$ cat config.mk
export PLATFORM = sky130hd
export DESIGN_NAME = spi_slave_ctrl
export DESIGN_NICKNAME = d
export VERILOG_FILES = /design/src/rtl/spi_pkg.sv /design/src/rtl/spi_pin_sync.sv /design/src/rtl/spi_slave_ctrl.sv
export SDC_FILE = /design/constraint.sdc
export NUM_CORES = 1
export LEC_CHECK = 0
export CAP_MARGIN = 20
export CORE_ASPECT_RATIO = 2
export CORE_MARGIN = 2
export CORE_UTILIZATION = 55
export CTS_CLUSTER_DIAMETER = 40
export DETAILED_ROUTE_END_ITERATION = 6
export GPL_TIMING_DRIVEN = 0
export HOLD_SLACK_MARGIN = 0.12
export PLACE_DENSITY = 0.84
export SYNTH_ARGS = -nofsm -noshare
export SYNTH_HDL_FRONTEND = slang
export SYNTH_HIERARCHICAL = 1
export SYNTH_SLANG_ARGS = --single-unit
$ cat constraint.sdc
create_clock -name clk -period 4.8 [get_ports clk]
set_clock_uncertainty 0.1 [all_clocks]
set_input_delay 0.96 -clock clk [delete_from_list [all_inputs] [get_ports clk]]
set_output_delay 0.96 -clock clk [all_outputs]
set_load 0.01 [all_outputs]
$ cat src/rtl/spi_pkg.sv
// Shared constants and FSM state type for the SPI slave controller.
package spi_pkg;
  localparam int SPI_MODE0  = 0;
  localparam int DEF_DATA_W = 8;

  typedef enum logic [1:0] {
    ST_IDLE  = 2'd0,
    ST_LOAD  = 2'd1,
    ST_SHIFT = 2'd2
  } state_t;
endpackage

$ cat src/rtl/spi_pin_sync.sv
// Multi-flop synchronizer for one SPI pin with rise/fall detection on the
// synchronized value.
module spi_pin_sync #(
  parameter int   STAGES  = 2,
  parameter logic RST_VAL = 1'b0
) (
  input  logic clk,
  input  logic rst_b,
  input  logic din,
  output logic dout,
  output logic rise,
  output logic fall
);
  logic [STAGES-1:0] sync_q, sync_d;
  logic              prev_q, prev_d;

  always_comb begin
    sync_d = {sync_q[STAGES-2:0], din};
    prev_d = sync_q[STAGES-1];
  end

  always_ff @(posedge clk or negedge rst_b) begin
    if (!rst_b) begin
      sync_q <= {STAGES{RST_VAL}};
      prev_q <= RST_VAL;
    end else begin
      sync_q <= sync_d;
      prev_q <= prev_d;
    end
  end

  assign dout = sync_q[STAGES-1];
  assign rise = dout & ~prev_q;
  assign fall = ~dout & prev_q;
endmodule

$ cat src/rtl/spi_slave_ctrl.sv
// SPI mode-0 slave clocked by the system clock: oversampled pins, MSB-first
// word deserializer/serializer with valid/ready TX and strobed RX.
module spi_slave_ctrl
  import spi_pkg::*;
#(
  parameter int                 DATA_W      = DEF_DATA_W,
  parameter int                 SYNC_STAGES = 2,
  parameter logic [DATA_W-1:0]  TX_DEFAULT  = {DATA_W{1'b1}}
) (
  input  logic              clk,
  input  logic              rst_b,
  input  logic              cs_b,
  input  logic              sclk,
  input  logic              mosi,
  output logic              miso,
  output logic              miso_oe,
  input  logic [DATA_W-1:0] tx_data,
  input  logic              tx_valid,
  output logic              tx_ready,
  output logic [DATA_W-1:0] rx_data,
  output logic              rx_valid,
  output logic              tx_underrun,
  output logic              frame_abort,
  output logic              busy
);
  localparam int CNT_W = (DATA_W > 2) ? $clog2(DATA_W) : 1;
  localparam logic [CNT_W-1:0] LAST_BIT = CNT_W'(DATA_W-1);

  // pin index: 0 = cs_b, 1 = sclk, 2 = mosi
  logic [2:0] pin_in, pin_s, pin_rise, pin_fall;
  assign pin_in = {mosi, sclk, cs_b};

  for (genvar i = 0; i < 3; i++) begin : g_sync
    spi_pin_sync #(
      .STAGES (SYNC_STAGES),
      .RST_VAL(i == 0)
    ) u_sync (
      .clk  (clk),
      .rst_b(rst_b),
      .din  (pin_in[i]),
      .dout (pin_s[i]),
      .rise (pin_rise[i]),
      .fall (pin_fall[i])
    );
  end

  logic cs_rise, cs_fall, sclk_rise, sclk_fall, mosi_s;
  assign cs_rise   = pin_rise[0];
  assign cs_fall   = pin_fall[0];
  assign sclk_rise = pin_rise[1];
  assign sclk_fall = pin_fall[1];
  assign mosi_s    = pin_s[2];

  logic unused_pins;
  assign unused_pins = ^{pin_s[1:0], pin_rise[2], pin_fall[2]};

  state_t            state_q, state_d;
  logic [CNT_W-1:0]  bit_cnt_q, bit_cnt_d;
  logic [DATA_W-1:0] rx_shift_q, rx_shift_d;
  logic [DATA_W-1:0] tx_shift_q, tx_shift_d;
  logic [DATA_W-1:0] rx_data_q, rx_data_d;
  logic              miso_q, miso_d;
  logic              oe_q, oe_d;
  logic              rx_pend_q, rx_pend_d;
  logic              rx_valid_q, rx_valid_d;
  logic              abort_q, abort_d;
  logic              load;

  always_comb begin
    state_d    = state_q;
    bit_cnt_d  = bit_cnt_q;
    rx_shift_d = rx_shift_q;
    tx_shift_d = tx_shift_q;
    rx_data_d  = rx_data_q;
    miso_d     = miso_q;
    oe_d       = oe_q;
    rx_pend_d  = 1'b0;
    rx_valid_d = rx_pend_q;
    abort_d    = 1'b0;
    load       = 1'b0;

    if (cs_rise) begin
      // cs_b rise wins over any sclk edge seen in the same cycle
      state_d    = ST_IDLE;
      oe_d       = 1'b0;
      miso_d     = 1'b0;
      bit_cnt_d  = '0;
      rx_shift_d = '0;
      abort_d    = (bit_cnt_q != '0);
    end else begin
      case (state_q)
        ST_IDLE: if (cs_fall) state_d = ST_LOAD;
        ST_LOAD: begin
          load    = 1'b1;
          oe_d    = 1'b1;
          state_d = ST_SHIFT;
        end
        ST_SHIFT: begin
          if (sclk_rise) begin
            rx_shift_d = {rx_shift_q[DATA_W-2:0], mosi_s};
            if (bit_cnt_q == LAST_BIT) begin
              // reload now so the next MSB is on miso before the next rise
              bit_cnt_d = '0;
              rx_data_d = rx_shift_d;
              rx_pend_d = 1'b1;
              load      = 1'b1;
            end else begin
              bit_cnt_d = bit_cnt_q + CNT_W'(1);
            end
          end else if (sclk_fall && bit_cnt_q != '0) begin
            tx_shift_d = tx_shift_q << 1;
            miso_d     = tx_shift_q[DATA_W-2];
          end
        end
        default: state_d = ST_IDLE;
      endcase

      if (load) begin
        tx_shift_d = tx_valid ? tx_data : TX_DEFAULT;
        miso_d     = tx_shift_d[DATA_W-1];
      end
    end
  end

  always_ff @(posedge clk or negedge rst_b) begin
    if (!rst_b) begin
      state_q    <= ST_IDLE;
      bit_cnt_q  <= '0;
      rx_shift_q <= '0;
      tx_shift_q <= '0;
      rx_data_q  <= '0;
      miso_q     <= 1'b0;
      oe_q       <= 1'b0;
      rx_pend_q  <= 1'b0;
      rx_valid_q <= 1'b0;
      abort_q    <= 1'b0;
    end else begin
      state_q    <= state_d;
      bit_cnt_q  <= bit_cnt_d;
      rx_shift_q <= rx_shift_d;
      tx_shift_q <= tx_shift_d;
      rx_data_q  <= rx_data_d;
      miso_q     <= miso_d;
      oe_q       <= oe_d;
      rx_pend_q  <= rx_pend_d;
      rx_valid_q <= rx_valid_d;
      abort_q    <= abort_d;
    end
  end

  assign miso        = miso_q;
  assign miso_oe     = oe_q;
  assign busy        = oe_q;
  assign rx_data     = rx_data_q;
  assign rx_valid    = rx_valid_q;
  assign frame_abort = abort_q;
  assign tx_ready    = load & tx_valid;
  assign tx_underrun = load & ~tx_valid;
endmodule

== Yosys cells after proc, flatten, opt, wreduce, memory -nomap -nowiden ==
Cells that the tools add are included.
Cells by class
  equal/unequal tests: 7
  reduce and logical (&&, ||, !) cells: 15
  bitwise logic cells: 12
  mux-type cells: 30
  add/sub/neg operators: 1
Operator list (number)
  7-bit two-way mux: 7
  1-bit two-way mux: 14
  3-bit two-way mux: 4
  2-bit nonzero test: 5
  3-bit nonzero test: 3
  8-bit two-way mux: 1
  4-bit AND reduction: 2
  1-bit bitwise AND: 6
  3-bit inequality test, second input constant: 2
  1-bit inverter: 6
  2-bit one-hot mux with 3 select lines: 1
  2-bit two-way mux: 2
  2-bit inequality test, second input constant: 2
  2-bit AND reduction: 2
  3-bit by 1-bit adder with 3-bit output, second input constant: 1
  3-bit == test, second input constant: 1
  3-bit AND reduction: 1
  2-bit by 1-bit == test with 1-bit output, second input constant: 1
  2-bit == test, second input constant: 1
  2-bit logical NOT: 1
  1-bit one-hot mux with 2 select lines: 1
  1-bit logical AND: 1
Word-level totals
  input port bits: 14
  bits in registers: 40
  logic and storage cells: 80
  output and inout bits: 15

== Logic depth before layout (Yosys ltp) ==
  word-level depth: 8
  mapped depth: 7
  mapped depth without buffers: 5

== Cells and area by module ==
The synthesis kept the hierarchy.
By module, submodules not included
  spi_slave_ctrl: seq. area each 800.8 um^2, area an instance 1682.9 um^2, instances 1, cells each 153
  spi_pin_sync (g_sync[1].u_sync ...): seq. area each 75.1 um^2, area an instance 90.1 um^2, instances 2, cells each 5
  spi_pin_sync (g_sync[0].u_sync): seq. area each 78.8 um^2, area an instance 93.8 um^2, instances 1, cells each 5

== Least setup slack after synthesis ==
No wires, ideal clock.
  path kind: register -> output
  start: reg state_q[0]
  end: out tx_ready
  path buffers: 0
  path slack: 2.333 ns
  arrival time: 1.407 ns
  stages on the path, launching flop included: 6
  data required time: 3.740 ns
  cells stage by stage: dfrtp_1 -> inv_1 -> ha_1 -> nor2b_1 -> nand2_1 -> nor2_1
Between the ends
  word-level cells in the longest chain between the ends: 5
  elaborated cells between the ends (all ways): 6
  classes of those cells: 2 x eq/ne; 3 x mux; 1 x bitwise
RTL lines
  start: declaration: RTL line spi_slave_ctrl.sv:57  | state_t state_q, state_d;
  start signal: assignment: RTL line spi_slave_ctrl.sv:138  | state_q <= state_d;
  2-bit == test or 2-bit by 1-bit == test with 1-bit output (tied branches): RTL line spi_slave_ctrl.sv:91  | case (state_q)
  1-bit one-hot mux with 2 select lines *: RTL line spi_slave_ctrl.sv:91
  1-bit two-way mux * (2 in series): RTL line spi_slave_ctrl.sv:82  | if (cs_rise) begin
  1-bit bitwise AND *: RTL line spi_slave_ctrl.sv:157  | assign tx_ready = load & tx_valid;
  end: declaration: RTL line spi_slave_ctrl.sv:19  | output logic tx_ready,
Every way passes the cells marked *; elsewhere a longest branch is shown, timed or not. The select of a mux whose other input is x is not followed.

== Final worst setup path ==
Ends and elaborated chain as after synthesis.

==> qor.csv <==
stage,metric,value,unit
yosys,syn_inst,165,
cells_and_area,final_area,2344,µm²
drt,drt_iter0_drc,69,
sta,drv_slew,0,
sta,setup_violations,0,
sta,fin_setup_tns,0,ps
setup_path,worstSetupPathType,register to primary output,
grt,grtUsageTotal,21.64,%
status,status,"finished, final reports clean",
cts,cts-buffers-inserted,5,
sta,period_needed,3667,ps
setup_path,rrSetupSlack,2660,ps
place,hpwl,2755,µm
cts,clock_latency,300,ps
floorplan,pin_count,29,
sta,setup_slack,1133,ps
setup_path,r2r-end,tx_shift_q[4],
min_path,hold_class,register to register,
cts,post_cts_buffers,0,
cells_and_area,multi_input_area,825.8,µm²
grt,grt_pass1_wl,6175,µm
cells_and_area,final_nets,221,
sta,relSlewSlack,42.94,%
floorplan,die_area,4002,µm²
sta,post-route-period-util,76.39,%
cts,h-tree-depth,2,
yosys,synth.avg_cell_area,11.62,µm²
place,port-buffer-count,28,
sta,tightest_slew,855.8,ps
drt,route.vias.total,1404,
grt,antenna_found_initial,0,
yosys,syn_area,1917,µm²
yosys,synth-warning-count,6,
yosys,syn_nets,186,
setup_path,endpoint_kind,primary output,
sta,hold_viol,0,
setup_path,reg2reg_depth,5,
power_and_ir_drop,cellPowerDensity,417.8,nW/µm²
place,dpl-instance-area,2232,µm²
cts,cts_buffer_depth,2,
cts,cts.repair.resized,0,
floorplan,start_util,56.74,%
cells_and_area,syn2layout_area_growth,22.26,%
power_and_ir_drop,vdd_drop_max,0.3332,mV
floorplan,rows,30,
cells_and_area,layout-drive-gt1-share,18.91,%
cells_and_area,area.sequential,1005,µm²
grt,grt_pass1_vias,1390,
drt,ant_nets,0,
floorplan,coreArea,3378,µm²
setup_path,startpoint,state_q[0],
cells_and_area,instances_no_fill,233,
flow_run,maxCapViolCount,0,
setup_path,crit_end,tx_ready,
grt,grt_max_degree,41,
grt,met1_usage,21.33,%
cells_and_area,nFillCells,254,
cts,cts_root_buf,clkbuf_8,
setup_path,required,3740,ps
setup_path,arrival,2610,ps
cts,cts_tree,yes,
place,place_ws,1424,ps
place,place.gp.congestion,0.8878,
cts,hold_buffers,0,
grt,busiest_layer,met2,
power_and_ir_drop,leakagePower,1.024,nW
floorplan,die_x,45.75,µm
cells_and_area,num_antenna_cells,0,
place,dp.cells,225,
grt,met3_usage,5.809,%
setup_path,cp-start-kind,register,
drt,via_per_inst,6.026,
setup_path,cp_max_fo,8,
sta,rsz0062_at_grt,no,
cells_and_area,finish.utilization,69.37,%
cts,clock-sinks,40,
drt,drc_errors,0,
drt,drt-wirelength-per-cell,16.09,µm
grt,overflow,0,
sta,fmax,272.7,MHz
drt,wl,3749,µm
grt,met2_usage,38.03,%
drt,drt_pass1_iterations,4,
setup_path,rr_startpoint,state_q[0],
floorplan,dieHeight,87.49,µm
cts,path_clk_slew,70,ps
-- report_power, final --
part | total (W) | internal (W) | switching, W | leakage [nW]
clock | 0.000271 | 0.000154 | 0.000118 | 0.0541
sequential | 0.000408 | 0.000379 | 0.0000284 | 0.504
combinational | 0.000300 | 0.000133 | 0.000167 | 0.466
total | 0.000979 | 0.000666 | 0.000313 | 1.02
-- flip-flops by register name, indices dropped and copies added, names as in the netlist, 2 cells and up --
signal	flops
g_sync.u_sync/prev_q	2
rx_data	8
g_sync.u_sync/sync_q	6
rx_shift_q	7
state_q	2
tx_shift_q	7
bit_cnt_q	3
-- placed cells by master, fill, tap and decap left out, types with 2 or more instances in the layout --
| cell | n |
|---|---|
| dfstp_2 | 3 |
| a21oi_1 | 11 |
| a211oi_1 | 5 |
| dfrtp_1 | 37 |
| nand2_1 | 21 |
| inv_1 | 7 |
| nor4b_1 | 4 |
| a31oi_1 | 6 |
| mux2_4 | 8 |
| buf_4 | 2 |
| and2b_2 | 2 |
| clkdlybuf4s50_1 | 27 |
| ha_1 | 7 |
| clkbuf_8 | 5 |
| o2111a_1 | 6 |
| nand2b_1 | 2 |
| nor2_1 | 12 |
| buf_2 | 4 |
| a211oi_2 | 2 |
| nor4b_2 | 2 |
| nor2b_1 | 5 |
| buf_6 | 2 |
| o21ai_0 | 3 |
| or3b_1 | 2 |
| a32oi_1 | 2 |
-- metrics by stage --
| step | total power, W | hold slack [ps] |
|---|---|---|
| after global placement | 0.0006930 | 233.2 |
| after CTS | 0.0009841 | 255.1 |
| after detailed placement | 0.0007093 | 237.9 |
| final | 0.0009791 | 252.4 |
| after global routing | 0.001034 | 265.5 |
| after floorplan | 0.0006055 | 231.2 |
-- worst max-delay path, cell delays in order, from the launching register on --
cell	delay, ps
dfrtp_1	380
inv_1	90
ha_1	330
nor2b_1	440
nand2_1	340
nor2_1	170
clkdlybuf4s50_1	550
-- layer usage --
metal  vias up  wire [µm]
met5         -          0
met4         0        112
met3        10        151
met2        47       2166
met1       691       1318
li1        656          -
-- area by class of cell --
class | instances | share of cell area [%]
Buffer | 8 | 2.403
Clock buffer | 5 | 2.936
Clock inverter | 3 | 1.815
Inverter | 8 | 1.281
Multi-Input combinational cell | 109 | 35.24
Sequential cell | 40 | 42.87
Tap cell | 32 | 1.708
Timing Repair Buffer | 28 | 11.75
-- worst min path at each step --
stage | from | to | cells past startpoint
after floorplan | g_sync[1].u_sync/sync_q[0] | g_sync[1].u_sync/sync_q[1] | 0
after global placement | rx_pend_q | rx_valid | 0
after detailed placement | g_sync[1].u_sync/sync_q[0] | g_sync[1].u_sync/sync_q[1] | 0
after CTS | g_sync[1].u_sync/sync_q[0] | g_sync[1].u_sync/sync_q[1] | 0
after global routing | g_sync[0].u_sync/sync_q[0] | g_sync[0].u_sync/sync_q[1] | 0
final | g_sync[1].u_sync/sync_q[0] | g_sync[1].u_sync/sync_q[1] | 0
Power figures use the tool's default switching activity.
